[src/rtl/fb_scanout.sv]
// fb_scanout: fetches a framebuffer from DDRAM into a word FIFO and scans it out through an 8bpp palette
// clk_sys, reset        : clock and asynchronous active-high reset
// ce_pix, hblank, vblank: video timing; a vblank rising edge starts a new frame
// ch_addr/req/rnw       : DDRAM read request, at most one outstanding
// ch_ready, ch_dout     : DDRAM read data strobe and word
// pal_addr, pal_data    : synchronous palette RAM, one cycle read latency
// rgb, de               : pixel output two cycles after its active-pixel cycle
// underflow             : sticky flag, set when an active pixel finds the FIFO empty
module fb_scanout #(
  parameter logic [28:0] FB_WBASE    = 29'h06000000,
  parameter int          FRAME_WORDS = 43200,
  parameter int          FIFO_DEPTH  = 16
) (
  input  logic        clk_sys,
  input  logic        reset,
  input  logic        ce_pix,
  input  logic        hblank,
  input  logic        vblank,
  output logic [28:0] ch_addr,
  output logic        ch_req,
  output logic        ch_rnw,
  input  logic        ch_ready,
  input  logic [63:0] ch_dout,
  output logic [7:0]  pal_addr,
  input  logic [23:0] pal_data,
  output logic [23:0] rgb,
  output logic        de,
  output logic        underflow
);
  localparam int AW = $clog2(FIFO_DEPTH);
  localparam int CW = $clog2(FRAME_WORDS + 1);
  localparam logic [AW:0] DEPTH_C = FIFO_DEPTH[AW:0];
  localparam logic [CW-1:0] FW_C = FRAME_WORDS[CW-1:0];
  typedef enum logic [1:0] {IDLE, REQ, WAIT} st_t;
  st_t st_q, st_d;
  logic vb_q, disc_q, disc_d;
  logic [CW-1:0] fet_q, fet_d;
  logic [28:0] addr_q, addr_d;
  logic [AW:0] cnt_q;
  logic [AW-1:0] wp_q, rp_q;
  logic [63:0] mem [FIFO_DEPTH];
  logic [63:0] head;
  logic [2:0] bi_q;
  logic [7:0] pa_q;
  logic [23:0] rgb_q;
  logic act_q, de_q, uf_q;
  logic fs, act, empty, push, pop;
  assign fs = vblank & ~vb_q;
  assign act = ce_pix & ~hblank & ~vblank;
  assign empty = cnt_q == '0;
  assign head = mem[rp_q];
  // a word answering a request from before the frame start is dropped
  assign push = (st_q == WAIT) & ch_ready & ~disc_q & ~fs;
  assign pop = act & ~empty & (bi_q == 3'd7);
  assign ch_req = st_q == REQ;
  assign ch_rnw = 1'b1;
  assign ch_addr = addr_q;
  assign pal_addr = pa_q;
  assign de = de_q;
  assign underflow = uf_q;
  assign rgb = de_q ? pal_data : rgb_q;
  always_comb begin
    st_d = st_q;
    disc_d = disc_q;
    fet_d = push ? fet_q + 1'b1 : fet_q;
    addr_d = addr_q;
    unique case (st_q)
      IDLE: if (!fs && cnt_q < DEPTH_C && fet_q < FW_C) begin
        st_d = REQ;
        addr_d = FB_WBASE + 29'(fet_q);
      end
      REQ: st_d = WAIT;
      WAIT: if (ch_ready) begin
        st_d = IDLE;
        disc_d = 1'b0;
      end
      default: st_d = IDLE;
    endcase
    if (fs) begin
      fet_d = '0;
      if (st_q == REQ || (st_q == WAIT && !ch_ready)) disc_d = 1'b1;
    end
  end
  always_ff @(posedge clk_sys or posedge reset)
    if (reset) begin
      st_q <= IDLE;
      vb_q <= 1'b0;
      disc_q <= 1'b0;
      fet_q <= '0;
      addr_q <= '0;
      cnt_q <= '0;
      wp_q <= '0;
      rp_q <= '0;
    end else begin
      st_q <= st_d;
      vb_q <= vblank;
      disc_q <= disc_d;
      fet_q <= fet_d;
      addr_q <= addr_d;
      cnt_q <= fs ? '0 : cnt_q + (AW+1)'(push) - (AW+1)'(pop);
      wp_q <= fs ? '0 : wp_q + AW'(push);
      rp_q <= fs ? '0 : rp_q + AW'(pop);
    end
  always_ff @(posedge clk_sys)
    if (push) mem[wp_q] <= ch_dout;
  always_ff @(posedge clk_sys or posedge reset)
    if (reset) begin
      bi_q <= '0;
      pa_q <= '0;
      uf_q <= 1'b0;
      act_q <= 1'b0;
      de_q <= 1'b0;
      rgb_q <= '0;
    end else begin
      bi_q <= fs ? 3'd0 : (act && !empty) ? bi_q + 3'd1 : bi_q;
      if (act) pa_q <= empty ? 8'd0 : head[{bi_q, 3'b000} +: 8];
      uf_q <= uf_q | (act & empty);
      act_q <= act;
      de_q <= act_q;
      rgb_q <= rgb;
    end
  assert property (@(posedge clk_sys) disable iff (reset) push |-> cnt_q < DEPTH_C);
endmodule

[config.mk]
export PLATFORM = sky130hd
export DESIGN_NAME = fb_scanout
export DESIGN_NICKNAME = d
export VERILOG_FILES = /design/src/rtl/fb_scanout.sv
export SDC_FILE = /design/constraint.sdc
export NUM_CORES = 1
export LEC_CHECK = 0
export BUFFER_PORTS_ARGS = -buffer_cell sky130_fd_sc_hd__buf_2
export CORE_MARGIN = 5
export CORE_UTILIZATION = 50
export DETAILED_ROUTE_END_ITERATION = 12
export PLACE_DENSITY_LB_ADDON = 0.2
export SYNTH_ARGS = -nofsm -noshare
export SYNTH_HDL_FRONTEND = slang
export SYNTH_SLANG_ARGS = --single-unit
[constraint.sdc]
create_clock -name clk_sys -period 6.1 [get_ports clk_sys]
set_input_delay 0 -clock clk_sys [delete_from_list [all_inputs] [get_ports clk_sys]]
set_output_delay 0 -clock clk_sys [all_outputs]
set_load 0.03 [all_outputs]
; Word-level counts from Yosys, hierarchy flattened
; Memory sizes are Yosys's and may differ from the RTL's.
; Index checks and enable logic that the tools add are counted.
; Widths: inputs -> output; s select.
[classes]
n_shift = 1
n_lt_le_gt_ge = 2
n_reduce_logical = 14
add_sub_neg = 7
muxes = 18
bitwise_logic = 16
n_eq_ne = 5
[op_table]
columns = cell, n
row1 = $shiftx 64x7->8, 1
row2 = $mux 16, 2
row3 = $add 27x16->28 const A, 1
row4 = $mux 24, 1
row5 = $add 16x1->16 const B, 1
row6 = $lt 16x16->1 const B, 1
row7 = $and 1x1->1, 9
row8 = $add 4x1->4, 2
row9 = $mux 4, 2
row10 = $mux 8, 1
row11 = $mux 1, 6
row12 = $mux 3, 2
row13 = $not 1->1, 6
row14 = $pmux 2 s3, 1
row15 = $add 5x1->5, 1
row16 = $logic_not 5->1, 1
row17 = $lt 5x5->1 const B, 1
row18 = $mux 5, 1
row19 = $sub 5x1->5, 1
row20 = $logic_and 1x1->1, 4
row21 = $mux 2, 2
row22 = $ne 2x2->1 const B, 2
row23 = $reduce_and 2->1, 2
row24 = $reduce_bool 2->1, 2
row25 = 8 further kinds, 10
[word_totals]
out_inout_bits = 65
word_cells = 78
in_bits = 94
ramBits = 1024
regBits = 100
memories = 1
[mem_list]
columns = name, depth, width, rd, rd_clocked_by_memory_dff, wr, line
row1 = mem, 16, 64, 1, 0, 1, 41  ; logic [63:0] mem [FIFO_DEPTH];

; Depth between registers and ports, before layout
[logic_depth]
ltp_word = 7
depth_mapped = 16

; Worst setup path before layout
; OpenSTA, ideal clock, no wires.
[synth_timing]
path_type = register -> register
from = reg st_q[0]
to = mem mem[0][0] (enable)
synth_period_minus_slack_ns = 6.179
path_buffers = 1
t_required_ns = 5.535
path_stages_with_launch = 6
arrival_ns = 5.614
setup_slack_ns = -0.079
path_cell_list = dfrtp_1 and4bb_1 buf_2 nand2_1 or3_1 nor3_1
[synth_between]
elab_chain_cells = 6
[synth_rtl]
columns = element, line
row1 = start: declaration, 35  ; st_t st_q, st_d;
row2 = start signal: assignment, 95  ; st_q <= st_d;
row3 = $eq 2x2->1, 53  ; assign push = (st_q == WAIT) & ch_ready & ~disc_q & ~fs;
row4 = $and 1x1->1 (3 in series), 53
row5 = $mux 1, 105  ; if (push) mem[wp_q] <= ch_dout;
row6 = $mux 1 (implied by the code), 105
row7 = end: declaration, 41
; No other way between the ends.

; Final worst setup path
[layout_timing]
from = reg rp_q[0]
to = reg pa_q[0] (netlist: pal_addr[0])
[layout_between]
elab_chain_cells = 3
[layout_rtl]
columns = element, line
row1 = start: declaration, 40  ; logic [AW-1:0] wp_q, rp_q;
row2 = start signal: assignment, 102  ; rp_q <= fs ? '0 : rp_q + AW'(pop);
row3 = $mem_v2 16x64, n/a
row4 = $shiftx 64x7->8, 116  ; if (act) pa_q <= empty ? 8'd0 : head[{bi_q, 3'b000} +: 8];
row5 = $mux 8, 116
row6 = end signal: assignment, 116
row7 = end: declaration, 44  ; logic [7:0] pa_q;
; No other way between the ends.
; A chain may end at the register's enable or synchronous reset.

==> results.md <==
* Worst reg2reg path depth at 5
* WL/cell at ~29 um
* Maximum VDD drop at 0.000266 V
* Most used cell, CP: mux4_2
* Die width at 303 um
* WS Path Type: flop to flop
* Post-Place Setup Slack at ~2300 ps
* Worst-Margin Slew at around 1300 ps
* Setup_tns at 0 ps
* Gpl congestion at roughly 0.78
* Max-cap viol count at 0
* Family with the most delay on the worst path: multiplexers
* Hold depth at 5
* Worst path required time at 6590 ps
* CTS tree: done
* FILL cells at between 6k and 7k
* Synth warnings at 0
* Starting Density at 50.3%
* Max-slew headroom at approximately 16%
* Synth Cell Area at roughly 43000 um2
* CTS max path bufs at 3
* Mean Syn Cell Area at 20.6 um2
* Reg clk slew, reported paths at 60 ps
* Vias per inst at 6.01
* Layout Nets at approximately 2.5k
* Core area at 85100 um2
* Slowest Stage Delay on Critical Path at 1010 ps
* Hold crit path type: input pin to flop
* Largest net degree at the start of global routing at 87
* Worst Setup End Kind: flop
* Hpwl dp at 58000 um
* Part of the cycle the worst path needs at between 60% and 70%
* Top FF cell, synth: edfxtp_1
* Clock sinks at 1112
* Htree depth at 3
* Pwr/cell area at 329 nW/um2
* Post-CTS Resized at 0
* Worst r2r dst: pal_addr[0]
* Final Max Tran Viols at 0
* R2R setup slack at about 2200 ps
* Sequential fraction of the synthesis area at between 70% and 80%
* Slowest-stage cell, CP: dfrtp_4
* Multi-input logic area at 9380 um2
* Grt ovf at 0
* HP Start: hblank
* RSZ-0062 raised after global routing: false
* Leak at 0.0158 uW
* CTS root buf: clkbuf_16
* Seq cells post-synth at about 1.1k
* Buffers plus inverters on the worst setup path at 1
* DR iter-0 viols at about 2.1k
* I/O Pins at between 150 and 200
* Cell count after synthesis at 2077
* Die Ht at around 300 um
* Layout cells sized above 1 at 25.3%
* Via Count at roughly 22k
* Final wirelength at around 100000 um
* Drc violations at 0
* IO Port Bufs at 146
* R2r startpoint: rp_q[0]
* CP Max Fanout at 86
* Num rows at between 100 and 150
* Setup crit start kind: flop
* Clock Latency Late Sink at 680 ps
* Tot GR Track Use at 22.6%
* Initial antenna violation count at 5
* Achievable frequency at 257 MHz
* Status: complete, no violations
* 1st-pass router iterations at 5
* Vias in the first global route at around 22k
* Worst hold margin at 78.2 ps
* Final Util at slightly below 60%
* Crit path DAT at 4380 ps
* Area grow syn2layout at 15.6%
* Register area at 33000 um2
* Synth cell types at 47
* Antenna Nets Post-Route at 0
* Period minus WS final at 3890 ps
* Die area at 91700 um2
* Num CTS Buffers at 113
* Hold Path Sink: pal_addr[4]
* Asr flop ratio synth at 7.91%
* Critical-path cell list: buf_12 > mux4_2 > mux4_2 > a22oi_1 > nand3_1
* Final setup viols at 0
* Final hold vios at 0
* Max Clock Skew at 46.2 ps
* Postcts setup bufs at 0
* Final WS setup at 2210 ps
* EDFF count, synth at 1024
* Global-route wire length before repair at 151000 um
-- worst max-delay path by stage --
stage | slack [ps] | cells after the start | start | endpoint
6_report | 2210 | 5 | rp_q[0] | pal_addr[0]
5_1_grt | 1980 | 5 | rp_q[0] | pal_addr[0]
4_1_cts | 2320 | 6 | rp_q[0] | pal_addr[1]
3_5_place_dp | 2320 | 5 | rp_q[0] | pal_addr[0]
3_3_place_gp | 2320 | 6 | rp_q[0] | pal_addr[1]
2_1_floorplan | 70 | 6 | st_q[0] | mem[3][0]
-- layout make-up --
cell class,instances,share of cell area [%]
clock inverter,48,0.914
antenna,5,0.0252
tap,1144,2.89
sequential,1112,66.5
timing repair buffer,288,4.27
clock buffer,163,6.35
inverter,16,0.126
multi-input combinational,836,18.9
-- layout by cell type, fill, tap and decap left out, drive strengths merged, types with 4 or more instances in the layout --
cell and n:
nand2 21, buf 196, nor2b 8, nor4 7
bufinv 7, edfxtp 1024, conb 12, mux4 201
or3 7, mux2i 146, a211oi 10, a22oi 131
nand3 50, and2 10, clkinv 39, o21ai 10
nor3 9, a21oi 57, nor2 53, clkbuf 163
ha 13, xnor2 10, inv 17, nand4 8
dfrtp 88, xor2 9, diode 5, mux2 40
dlygate4sd3 92, nand2b 4
-- logic make-up (layout without fill, tap and decap cells) --
kind of cell,after synthesis,in the layout,share of synthesized area [%]
xor gates and xnor gates,19,19,0.388
AOI/OAI and AO/OA,214,214,3.37
buffers and inverters,139,515,1.68
muxes,387,387,15.0
and+or+nand+nor,190,190,2.23
adders and majority gates,14,14,0.426
DFF,1112,1112,76.9
other,2,17,0.0175
-- state kept, by name, summed over array words and instances, names as in the netlist, 2 cells and up --
| name | count |
|---|---|
| pal_addr | 8 |
| fet_q | 16 |
| rgb_q | 24 |
| cnt_q | 5 |
| bi_q | 3 |
| rp_q | 4 |
| mem | 1024 |
| st_q | 2 |
| ch_addr | 17 |
| wp_q | 4 |
-- Yosys cell counts, types with 16 or more instances --
cell type	instances	area share, %
nand3_1	50	0.58
a22oi_1	131	2.3
nor2_1	51	0.45
edfxtp_1	1024	72
mux4_2	201	11
clkbuf_1	39	0.34
inv_1	16	0.14
buf_4	22	0.39
dfrtp_1	88	5.1
a21oi_1	57	0.67
mux2_2	40	1.1
buf_2	49	0.57
mux2i_1	146	3.4
nand2_1	21	0.18
-- worst register-to-register path: stages, from the launching register on --
cell and delay (ps):
dfrtp_4 1010, buf_12 570, mux4_2 790, mux4_2 490, a22oi_1 700, nand3_1 170
-- what timing repair did --
item                                    4_1_cts  5_1_grt
hold buffers                                 92        0
endpoints found under the setup margin        0        0
endpoints found under the hold margin      1141        0
-- report_power, final --
| group | switching, uW | internal [uW] | leakage, uW |
|---|---|---|---|
| Clock | 2780 | 3870 | 0.00176 |
| Sequential | 136 | 8500 | 0.0103 |
| Combinational | 675 | 347 | 0.00374 |
| Total | 3590 | 12700 | 0.0158 |
-- layer usage --
metal  part of all wire [%]  vias to the layer above  global-route usage, %  wire [um]
met3                    7.8                      177                   4.45       8040
met1                     41                    11498                   31.4      41900
li1                       -                     9130                      -          -
met5                      0                        -                      0          0
met2                     48                      909                   36.6      49700
met4                    3.3                        0                   7.40       3370
-- stage by stage --
stage / cells / power, uW / instance area (um2)
5_1_grt: 3609 / 16800 / 49600
4_1_cts: 3607 / 16400 / 49600
2_1_floorplan: 2087 / 9310 / 42900
6_report: 3612 / 16300 / 49600
3_5_place_dp: 3304 / 9760 / 45000
3_3_place_gp: 3304 / 9730 / 45000
No activity file was read; power rests on OpenSTA's default activity.
